## src/rtl/series_pkg.sv

```systemverilog
// ============================================================================
// Module      : series_pkg
// Description : Shared constants, state encoding and reciprocal table for the
//               series term generator and its accumulator.
// Revision    : 1.0 - initial release
// ============================================================================
`default_nettype none

package series_pkg;

    localparam int W      = 16;
    localparam int NTERMS = 8;
    localparam int CW     = $clog2(NTERMS);

    // Q0.16 truncated reciprocals indexed by denominator n (1/n); entries 0 and 1 are unused.
    localparam logic [8:0][15:0] RECIP = {
        16'h2000,   // 1/8
        16'h2492,   // 1/7
        16'h2AAA,   // 1/6
        16'h3333,   // 1/5
        16'h4000,   // 1/4
        16'h5555,   // 1/3
        16'h8000,   // 1/2
        16'hFFFF,   // 1/1 (not representable)
        16'h0000    // 1/0 (undefined)
    };

    typedef logic [2:0] state_t;

    localparam state_t ST_IDLE = 3'd0;
    localparam state_t ST_LOAD = 3'd1;
    localparam state_t ST_MULX = 3'd2;
    localparam state_t ST_MULR = 3'd3;
    localparam state_t ST_EMIT = 3'd4;

    // Series selector shared with the accumulator so both sides interpret term k alike.
    typedef enum logic [1:0] {
        MOD_E   = 2'd0,
        MOD_SIN = 2'd1,
        MOD_COS = 2'd2,
        MOD_LN  = 2'd3
    } mod_t;

    function automatic logic [15:0] recip_q16(input logic [3:0] n);
        logic [15:0] r;
        r = 16'h0000;
        if (n <= 4'd8) begin
            r = RECIP[n];
        end
        return r;
    endfunction

endpackage

`default_nettype wire

```

## src/rtl/fx_mul_q16.sv

```systemverilog
// ============================================================================
// Module      : fx_mul_q16
// Description : Combinational Q0.W x Q0.W -> Q0.W unsigned multiply.
//               Define ROUND_EN for round-half-up with saturation; otherwise
//               the product is truncated.
// Revision    : 1.0 - initial release
// ============================================================================
`default_nettype none

module fx_mul_q16 #(
    parameter int W = 16
) (
    input  logic [W-1:0] a,
    input  logic [W-1:0] b,
    output logic [W-1:0] p
);

    logic [2*W-1:0] w_prod;

    assign w_prod = {{W{1'b0}}, a} * {{W{1'b0}}, b};

`ifdef ROUND_EN
    localparam logic [2*W:0] c_half = (2*W+1)'(1) << (W-1);

    logic [2*W:0] w_sum;
    logic         w_unused_lsb;

    assign w_sum        = {1'b0, w_prod} + c_half;
    assign w_unused_lsb = ^w_sum[W-1:0];
    // A carry into bit 2W means the rounded value reached 1.0.
    assign p = w_sum[2*W] ? {W{1'b1}} : w_sum[2*W-1:W];
`else
    logic w_unused_lsb;

    assign w_unused_lsb = ^w_prod[W-1:0];
    assign p            = w_prod[2*W-1:W];
`endif

endmodule

`default_nettype wire

```

## src/rtl/series_term_gen.sv

```systemverilog
// ============================================================================
// Module      : series_term_gen
// Description : Emits Taylor terms X^(k+1)/(k+1)! for k = 0..NTERMS-1 using one
//               shared Q0.16 multiplier. ROUND_EN selects rounded multiplies.
// Revision    : 1.0 - initial release
// ============================================================================
`default_nettype none

module series_term_gen #(
    parameter int W      = 16,
    parameter int NTERMS = 8
) (
    input  logic                      clk,
    input  logic                      rst,
    input  logic                      start,
    input  logic [W-1:0]              Xbus,
    output logic [W-1:0]              Tbus,
    output logic                      Done,
    output logic                      co,
    output logic [$clog2(NTERMS)-1:0] count,
    output logic                      busy
);

    import series_pkg::*;

    localparam int KW = $clog2(NTERMS);

    state_t          r_state;
    logic [W-1:0]    r_xr;
    logic [W-1:0]    r_acc;
    logic [KW-1:0]   r_k;
    logic [W-1:0]    r_tbus;
    logic            r_done;
    logic            r_co;
    logic [KW-1:0]   r_count;
    logic            r_busy;

    logic [KW:0]     w_k_next;
    logic [W-1:0]    w_mul_b;
    logic [W-1:0]    w_mul;

    assign w_k_next = {1'b0, r_k} + (KW+1)'(1);

    // MULX multiplies by X; MULR (after k has advanced) multiplies by 1/(k+1).
    always_comb begin
        w_mul_b = r_xr;
        if (r_state == ST_MULR) begin
            w_mul_b = W'(recip_q16(4'(w_k_next)));
        end
    end

    fx_mul_q16 #(
        .W (W)
    ) u_mul (
        .a (r_acc),
        .b (w_mul_b),
        .p (w_mul)
    );

    always_ff @(posedge clk) begin
        if (rst) begin
            r_state <= ST_IDLE;
            r_xr    <= '0;
            r_acc   <= '0;
            r_k     <= '0;
            r_tbus  <= '0;
            r_done  <= 1'b0;
            r_co    <= 1'b0;
            r_count <= '0;
            r_busy  <= 1'b0;
        end else begin
            r_done <= 1'b0;
            r_co   <= 1'b0;
            case (r_state)
                ST_IDLE: begin
                    // busy lingers one cycle past the last EMIT, then drops here.
                    if (start) begin
                        r_xr    <= Xbus;
                        r_busy  <= 1'b1;
                        r_state <= ST_LOAD;
                    end else begin
                        r_busy  <= 1'b0;
                    end
                end
                ST_LOAD: begin
                    r_acc   <= r_xr;
                    r_k     <= '0;
                    r_state <= ST_EMIT;
                end
                ST_EMIT: begin
                    r_tbus  <= r_acc;
                    r_count <= r_k;
                    r_done  <= 1'b1;
                    if (r_k == KW'(NTERMS-1)) begin
                        r_co    <= 1'b1;
                        r_state <= ST_IDLE;
                    end else begin
                        r_state <= ST_MULX;
                    end
                end
                ST_MULX: begin
                    r_acc   <= w_mul;
                    r_k     <= w_k_next[KW-1:0];
                    r_state <= ST_MULR;
                end
                ST_MULR: begin
                    r_acc   <= w_mul;
                    r_state <= ST_EMIT;
                end
                default: begin
                    r_state <= ST_IDLE;
                end
            endcase
        end
    end

    assign Tbus  = r_tbus;
    assign Done  = r_done;
    assign co    = r_co;
    assign count = r_count;
    assign busy  = r_busy;

endmodule

`default_nettype wire

```

## config.mk

```make
export PLATFORM = sky130hd
export DESIGN_NAME = series_term_gen
export DESIGN_NICKNAME = d
export VERILOG_FILES = /design/src/rtl/series_pkg.sv /design/src/rtl/fx_mul_q16.sv /design/src/rtl/series_term_gen.sv
export SDC_FILE = /design/constraint.sdc
export NUM_CORES = 1
export LEC_CHECK = 0
export ABC_AREA = 1
export BUFFER_PORTS_ARGS = -buffer_cell sky130_fd_sc_hd__buf_2
export CAP_MARGIN = 25
export CORE_MARGIN = 5
export CORE_UTILIZATION = 50
export DETAILED_ROUTE_END_ITERATION = 7
export PLACE_DENSITY = 0.67
export SYNTH_ARGS = -nofsm -noshare
export SYNTH_HDL_FRONTEND = slang
export SYNTH_SLANG_ARGS = --single-unit
export TNS_END_PERCENT = 100
```

## constraint.sdc

```tcl
create_clock -name clk -period 18.9 [get_ports clk]
set_input_delay 5.67 -clock clk [delete_from_list [all_inputs] [get_ports clk]]
set_output_delay 5.67 -clock clk [all_outputs]
set_load 0.02 [all_outputs]
```

# Word-level counts from Yosys, hierarchy flattened
# Memories as Yosys holds them, arrays and structs flattened.
# Index checks and enable logic that the tools add are counted.
# word_totals
ff_bits,60
latchBits,0
ram_bits,0
rom_bits,256
elab_cells,39
mem_count,1
# classes
addsub,1
multipliers,1
n_div,0
n_lt_le_gt_ge,2
eq_ne,6
n_shift,0
n_mux,11
n_bitwise,1
reduce_logical,7
# memory_table
name,depth,width,rd,rd_clocked_by_memory_dff,wr,line_no,text
(name not given),16,16,1,0,0,series_pkg.sv:48,r = RECIP[n];
# op_table
op,n
2-to-1 mux 16 bit,3
multiplier 16 x 16 -> 32 bit,1
case mux 16 bit (2 select lines),1
case mux 3 bit (4 select lines),1
equality test 3 x 2 -> 1 bit (second input constant),2
equality test 3 bit (second input constant),2
case mux 3 bit (2 select lines),1
OR reduction 2 bit,3
< comparator 4 x 5 -> 1 bit (second input constant),1
adder 3 x 1 -> 4 bit (second input constant),1
<= comparator 4 bit (second input constant),1
nonzero test 2 bit,2
equality test 3 x 1 -> 1 bit (second input constant),1
zero test 3 bit,1
2-to-1 mux 1 bit,3
2-to-1 mux 3 bit,1
2-to-1 mux 2 bit,1
!= test 2 bit (second input constant),1
AND reduction 2 bit,1
inverter 1 bit,1

# Longest topological paths before layout
# Gate-level depths: netlist (run 1).
# depth
word_depth,7
depth_mapped,35

# Modules after synthesis
# Synthesis (run 1) repeated with hierarchy kept, for this count alone.
# unflattened
hier_cells,1683
area_unflattened_um2,11758.8
# by_module_without_submodules
module,n_inst,cells_per_inst,area_per_inst_um2
fx_mul_q16,1,1248,8898.5
series_term_gen,1,435,2860.2

# Worst setup path before layout (run 1)
# OpenSTA, ideal clock, no wires.
# synth_path
kind,register -> register
from,register r_k[1]
to,register r_acc[13]
t_arrival_ns,6.360
path_slack_ns,12.419
stages_incl_launch_ff,33
n_path_buf,1
period_less_slack_ns,6.481
cell_sequence,dfxtp_1 > ha_1 > ha_1 > inv_2 > nand2_1 > nand3_1 > nand2_1 > inv_1 > a21oi_1 > clkbuf_1 > nand2_1 > fa_1 > inv_1 > fa_1 > inv_1 > fa_1 > inv_1 > fa_1 > fa_1 > inv_1 > fa_1 > inv_1 > ha_1 > a21oi_1 > o21ai_0 > a21oi_1 > o22ai_1 > nor3_1 > nand2_1 > nand2_1 > nand3_1 > nand2_1 > a21oi_1
# synth_via
elab_chain_len,7
# synth_rtl
item,line_no,text
start: declaration,series_term_gen.sv:31,logic [KW-1:0] r_k;
start signal: assignment,series_term_gen.sv:103,r_k <= w_k_next[KW-1:0];
adder 3 x 1 -> 4 bit (*),series_term_gen.sv:42,"assign w_k_next = {1'b0, r_k} + (KW+1)'(1);"
memory read (16 x 16 bit),--,
2-to-1 mux 16 bit (implied by the code),series_pkg.sv:48,
2-to-1 mux 16 bit (*),series_pkg.sv:47,if (n <= 4'd8) begin
2-to-1 mux 16 bit (*),series_term_gen.sv:47,if (r_state == ST_MULR) begin
multiplier 16 x 16 -> 32 bit (*),fx_mul_q16.sv:20,"assign w_prod = {{W{1'b0}}, a} * {{W{1'b0}}, b};"
case mux 16 bit (2 select lines) (*),series_term_gen.sv:74,case (r_state)
end signal: assignment,series_term_gen.sv:86,r_acc <= r_xr;
end signal: assignment,series_term_gen.sv:102,r_acc <= w_mul;
end signal: assignment,series_term_gen.sv:107,r_acc <= w_mul;
end: declaration,series_term_gen.sv:30,logic [W-1:0] r_acc;
# Every way passes the cells marked *; elsewhere a longest branch is shown, timed or not. The select of a mux whose other input is x is not followed.
# A chain may end at the register's enable or synchronous reset.

# Worst setup path in the final report (run 1)
# layout_path
from,register r_k[0]
to,register r_acc[12]
# Same word-level chain as after synthesis.

==> impl_metrics.csv, run 1 <==
group,metric,value,unit
global_route,grt-ovfl-total,0,
synthesis,synth_cell_types,39,
synthesis,syn_avg_cell_area,7.60,sq um
clock_tree,cts_buffers,9,
final_layout,nFillCells,2089,
synthesis,syn_inst,1446,
route,wirelength,32400,microns
synthesis,yosysTopAreaCell,"fa_1",
setup_path,r2r-start,"r_k[0]",
setup_path,slowest_stage,"fa_1",
clock_tree,path_clk_slew,50,ps
route,drt_iter0_drc,902,
clock_tree,clockBufferDepth,2,
power,max-vdd-ir-drop,0.0481,mV
route,first_pass_iters,8,
synthesis,ys.flop_type,"dfxtp_1",
global_route,grt_pass1_wl,52300,microns
flow_run,drv_cap,0,
clock_tree,cts-root-buf,"clkbuf_16",
floorplanning,start_util,50.5,%
setup_path,worstPathRequired,19090,ps
final_layout,insertedDiodeCount,0,
synthesis,syn_area,0.0110,sq mm
setup_path,cp-startpoint,"r_k[0]",
clock_tree,post-cts-setup-buffer-count,0,
sta,fin_setup_tns,0,ps
clock_tree,cts_max_level,3,
global_route,antenna_found_initial,0,
final_layout,final_cells,1744,
floorplanning,io_pins,41,
final_layout,final_common_cell,"inv_1",
sta,setup_violations,0,
global_route,grt_pass1_vias,9556,
floorplanning,chipHeight,158,microns
synthesis,synth_edf_count,0,
final_layout,drive_gt1_share,6.15,%
final_layout,mostFrequentLayoutCells,"inv_1 (319), nand2_1 (275), fa_1 (193)",
sta,finalClockSkew,5.51,ps
clock_tree,clkLatencyLatePin,340,ps
route,drc,0,
synthesis,ys_warn_count,0,
sta,tightest_slew,1070,ps
sta,rsz0062_at_grt,"false",
synthesis,synth_top_cell_area_share,35.2,%
floorplanning,design.core.area,0.0218,sq mm
power,leakagePower,0.00596,uW
floorplanning,row_count,54,
sta,drv_slew,0,
status,status,"finished, final reports clean",
floorplanning,dieWidth,158,microns
setup_path,crit_path_end_kind,"flip-flop",
synthesis,ys_ff_latch,60,
route,antenna_left,0,
final_layout,multiInputGateArea,0.00839,sq mm
setup_path,worstPathMaxFanout,11,
route,avgViaCountPerCell,5.45,
synthesis,synth_seq_area_share,10.9,%
sta,finalCritPeriodShare,40.5,%
sta,fmax,131,MHz
setup_path,worstSetupStartpointType,"flip-flop",
clock_tree,cts_tree,"done",
synthesis,synth_area_leaders,"fa_1 (35%), ha_1 (12%), dfxtp_1 (11%), inv_1 (11%), nand2_1 (9.4%)",
sta,finalCriticalPeriod,7650,ps
placement,dp_hpwl,26200,microns
setup_path,path_class,"reg2reg",
placement,place_inst,1726,
placement,gp_congestion,0.978,
synthesis,async_flop_share,0,%
worst_hold_path,hold_class,"reg2reg",
clock_tree,clock-sinks,60,
clock_tree,hold_buffers,0,
final_layout,num-nets-final,1777,
sta,hold_viol,0,
route,wl_per_cell,18.6,microns
route,vias,9498,
placement,place_area,0.0114,sq mm
final_layout,seq_area,0.00120,sq mm
setup_path,max_stage_delay,550,ps
final_layout,synthToLayoutAreaGrowth,7.23,%
setup_path,arrival,7850,ps
clock_tree,cts-resized-gates,0,
global_route,grt_max_degree,39,
final_layout,final_area,0.0118,sq mm
worst_hold_path,min_from,"count[2]",
placement,port_buffers,40,
synthesis,syn_nets,1764,
power,power_density,46.3,mW/mm^2
floorplanning,dieArea,0.0250,sq mm
final_layout,final_core_util,54.2,%
global_route,gr-usage-all-layers,27.1,%
sta,max-slew-margin-rel,28.8,%
synthesized netlist by cell type (2+ instances only):
cell,count
a21o_1,5
a21oi_1,109
a21oi_2,5
a31oi_1,2
buf_1,2
buf_2,4
clkbuf_1,43
clkinv_1,3
dfxtp_1,60
fa_1,193
ha_1,106
inv_1,319
inv_2,3
nand2_1,275
nand2_2,4
nand2_4,2
nand3_1,34
nand3_2,2
nand3_4,3
nand3b_1,2
nand4_1,2
nor2_1,164
nor3_1,9
nor4_1,2
o21a_1,4
o21ai_0,67
o21ai_1,5
o31ai_1,5
xor2_1,2
cell type report:
class                           count  share of cell area [%]
Timing Repair Buffer               51                    2.57
Inverter                          325                    10.4
Multi-Input combinational cell   1012                    71.2
Clock buffer                       12                    2.09
Sequential cell                    60                    10.2
Clock inverter                      4                   0.616
Tap cell                          280                    2.97
critical path, delay by kind of cell, from the launching register on:
kind,cells,cell delay [ps]
AO/OA/AOI/OAI,8,1260
buffers and inverters,5,820
flip-flops,1,540
AND/OR/NAND/NOR,7,1060
adder cells (fa/ha/maj),9,3850
cell families (layout without fill, tap and decap cells):
family,after synthesis,in the layout,share of synthesized area (%)
adders and majority gates,299,299,47.2
DFF,60,60,10.9
buffers and inverters,374,392,12.8
xor gates and xnor gates,3,3,0.239
AOI/OAI and AO/OA,209,209,10.2
and+or+nand+nor,501,501,18.6
power by group:
part / switching, uW / internal (uW)
registers: 14.6 / 138
clock network: 62.6 / 119
logic: 147 / 64.8
path summary, 6_finish.rpt:
path / end / slack, ps / depth (start not counted)
worst min-delay path: count[2] / 480 / 2
worst min register to register: count[2] / 480 / 2
worst max register to register: r_acc[12] / 11250 / 29
worst max-delay path: r_acc[12] / 11250 / 29
routing by layer:
metal | wire [microns] | GRT usage (%)
met5 | 0 | 0
met4 | 1140 | 8.08
met3 | 2670 | 3.62
met2 | 15200 | 44.9
met1 | 13400 | 37.4
state kept, by name, summed over array words and instances, names as in the netlist:
signal   cells
r_acc       16
Tbus        16
Done         1
r_xr        16
count        3
r_state      3
co           1
r_k          3
busy         1
stage by stage:
stage	hold slack [ps]	setup WS, ps	power [uW]
global placement	462	11470	357
finish	478	11250	546
floorplan	441	12420	286
CTS	482	11370	543
detailed placement	470	11420	360
global route	506	10900	577
No activity file was read; power rests on OpenSTA's default activity.
==> run 2, diff against run 1 <==
- PLACE_DENSITY: 0.67 -> 0.69
- clock period: 18.9 -> 6.2 ns (I/O delays scaled with it)
==> run 2 against run 1 <==
  * The flow now finishes with violations (negative setup slack)
  * Global-route usage rose by 2.1 points
  * Via count rose by 12%
  * Maximum frequency rose by 16%
  * Sequential power rose to 2.9 times the previous value
  * Worst hold slack improved by 2.1 ps
  * Wire length rose by 12%
  * Critical path type unchanged
==> impl_metrics.csv, run 2 (synthesized netlist as in run 1, its figures left out) <==
group,metric,value,unit
status,status,"finished with violations",
status,violations,"negative setup slack",
floorplanning,chipHeight,158,microns
route,vias,10600,
power,leakagePower,0.00711,uW
power,p_int,1140,uW
placement,place_inst,1916,
setup_path,r2r-end,"r_acc[12]",
setup_path,slowest_stage,"fa_2",
final_layout,drive_gt1_share,28.6,%
setup_path,reg2reg_slack,-400,ps
global_route,grt_pass1_wl,56300,microns
setup_path,max_stage_delay,570,ps
sta,finalCritPeriodShare,106,%
power,finalPower,1930,uW
floorplanning,start_util,50.5,%
worst_hold_path,hold_class,"reg2reg",
setup_path,worstPathMaxFanout,6,
final_layout,final_common_cell,"inv_1",
floorplanning,io_pins,41,
sta,fin_hold_ws,480,ps
route,drc,0,
placement,dp_hpwl,29800,microns
floorplanning,dieWidth,158,microns
floorplanning,design.core.area,0.0218,sq mm
final_layout,synthToLayoutAreaGrowth,30.7,%
worst_hold_path,whs_path_depth,2,
sta,finalClockSkew,6.49,ps
sta,setup_violations,16,
worst_hold_path,min_from,"count[2]",
setup_path,worstSetupStartpointType,"flip-flop",
power,clockPowerShare,26.5,%
placement,gp_congestion,0.946,
global_route,grt-ovfl-total,0,
setup_path,reg2reg_depth,33,
flow_run,drv_cap,0,
sta,finalCriticalPeriod,6600,ps
clock_tree,cts_tree,"done",
sta,fin_ws,-397,ps
worst_hold_path,hold_path_end,"count[2]",
floorplanning,row_count,54,
final_layout,nFillCells,1835,
sta,tightest_slew,933,ps
setup_path,crit_path_end_kind,"flip-flop",
power,switching_share,40.7,%
sta,hold_viol,0,
sta,rsz0062_at_grt,"true",
global_route,grt_pass1_vias,10600,
global_route,grt_max_degree,39,
final_layout,insertedDiodeCount,0,
route,wl_per_cell,18.5,microns
final_layout,num-nets-final,1994,
final_layout,final_cells,1961,
setup_path,path_class,"reg2reg",
power,max-vdd-ir-drop,0.155,mV
route,avgViaCountPerCell,5.43,
sta,drv_slew,0,
global_route,gr-usage-all-layers,29.2,%
clock_tree,cts-root-buf,"clkbuf_16",
floorplanning,dieArea,0.0250,sq mm
route,wirelength,36300,microns
route,first_pass_iters,5,
setup_path,r2r-start,"r_k[1]",
sta,fmax,152,MHz
final_layout,final_core_util,66.0,%
placement,port_buffers,40,
clock_tree,clock-sinks,60,
clock_tree,path_clk_slew,50,ps
sta,fin_setup_tns,-4800,ps
power,power_density,134,mW/mm^2
clock_tree,cts_max_level,3,
route,drt_iter0_drc,769,
final_layout,mostFrequentLayoutCells,"inv_1 (285), nand2_1 (247), buf_4 (204)",
setup_path,arrival,6790,ps
power,seqPwrFrac,23.0,%
clock_tree,clockBufferDepth,2,
power,p_switching,785,uW
setup_path,worstPathRequired,6390,ps
global_route,antenna_found_initial,0,
sta,max-slew-margin-rel,37.6,%
clock_tree,cts_buffers,9,
setup_path,cp-startpoint,"r_k[1]",
power,p_comb_share,50.5,%
clock_tree,clkLatencyLatePin,340,ps
route,antenna_left,0,
[run 2: stage by stage]
| step | cell area, sq um | worst slack [ps] |
|---|---|---|
| floorplan | 11000 | 5.35 |
| global placement | 12900 | -613 |
| detailed placement | 12900 | -649 |
| CTS | 13800 | -447 |
| global route | 14400 | -597 |
| finish | 14400 | -397 |
[run 2: how the worst max path moves through the flow]
stage	end
after detailed placement	r_acc[7]
after floorplan	r_acc[13]
after global placement	r_acc[12]
after global routing	r_acc[11]
after CTS	r_acc[11]
final	r_acc[12]
[run 2: final cells by class]
class,instances,area [sq um],area share (%)
tap,280,350,2.44
inverter,325,1230,8.60
multi-input combinational,1012,9210,64.1
clock inverter,6,63.8,0.444
timing repair buffer,268,2060,14.4
clock buffer,10,239,1.66
sequential,60,1200,8.38
[run 2: per-layer routing]
metal  global-route usage, %  vias to the layer above  wire length, microns
met5                       0                        -                     0
met4                    10.4                        0                  1580
li1                        -                     4836                     -
met1                    38.9                     5217                 14100
met3                    3.91                      104                  3010
met2                    49.1                      490                 17700
[run 2: repair_timing]
action | in CTS | in global routing
endpoints found under the setup margin | 16 | 16
gates cloned | 1 | 0
hold buffers | 0 | 0
buffers inserted | 16 | 13
resized for setup | 117 | 136
pin swaps | 62 | 76
[run 2: critical path, delay by kind of cell (launching register included)]
kind	cells	cell delay (ps)
flip-flops	1	330
AND/OR/NAND/NOR	8	550
AO/OA/AOI/OAI	6	900
adder cells (fa/ha/maj)	9	3600
buffers and inverters	10	1050
[run 2: power by group through the flow]
stage                     clock, uW  combinational (uW)  sequential (uW)
after CTS                       513                 891              442
final                           510                 974              443
after detailed placement          0                 811              450
after global routing            532                1050              446
after global placement            0                 803              449
after floorplan                   0                 421              455
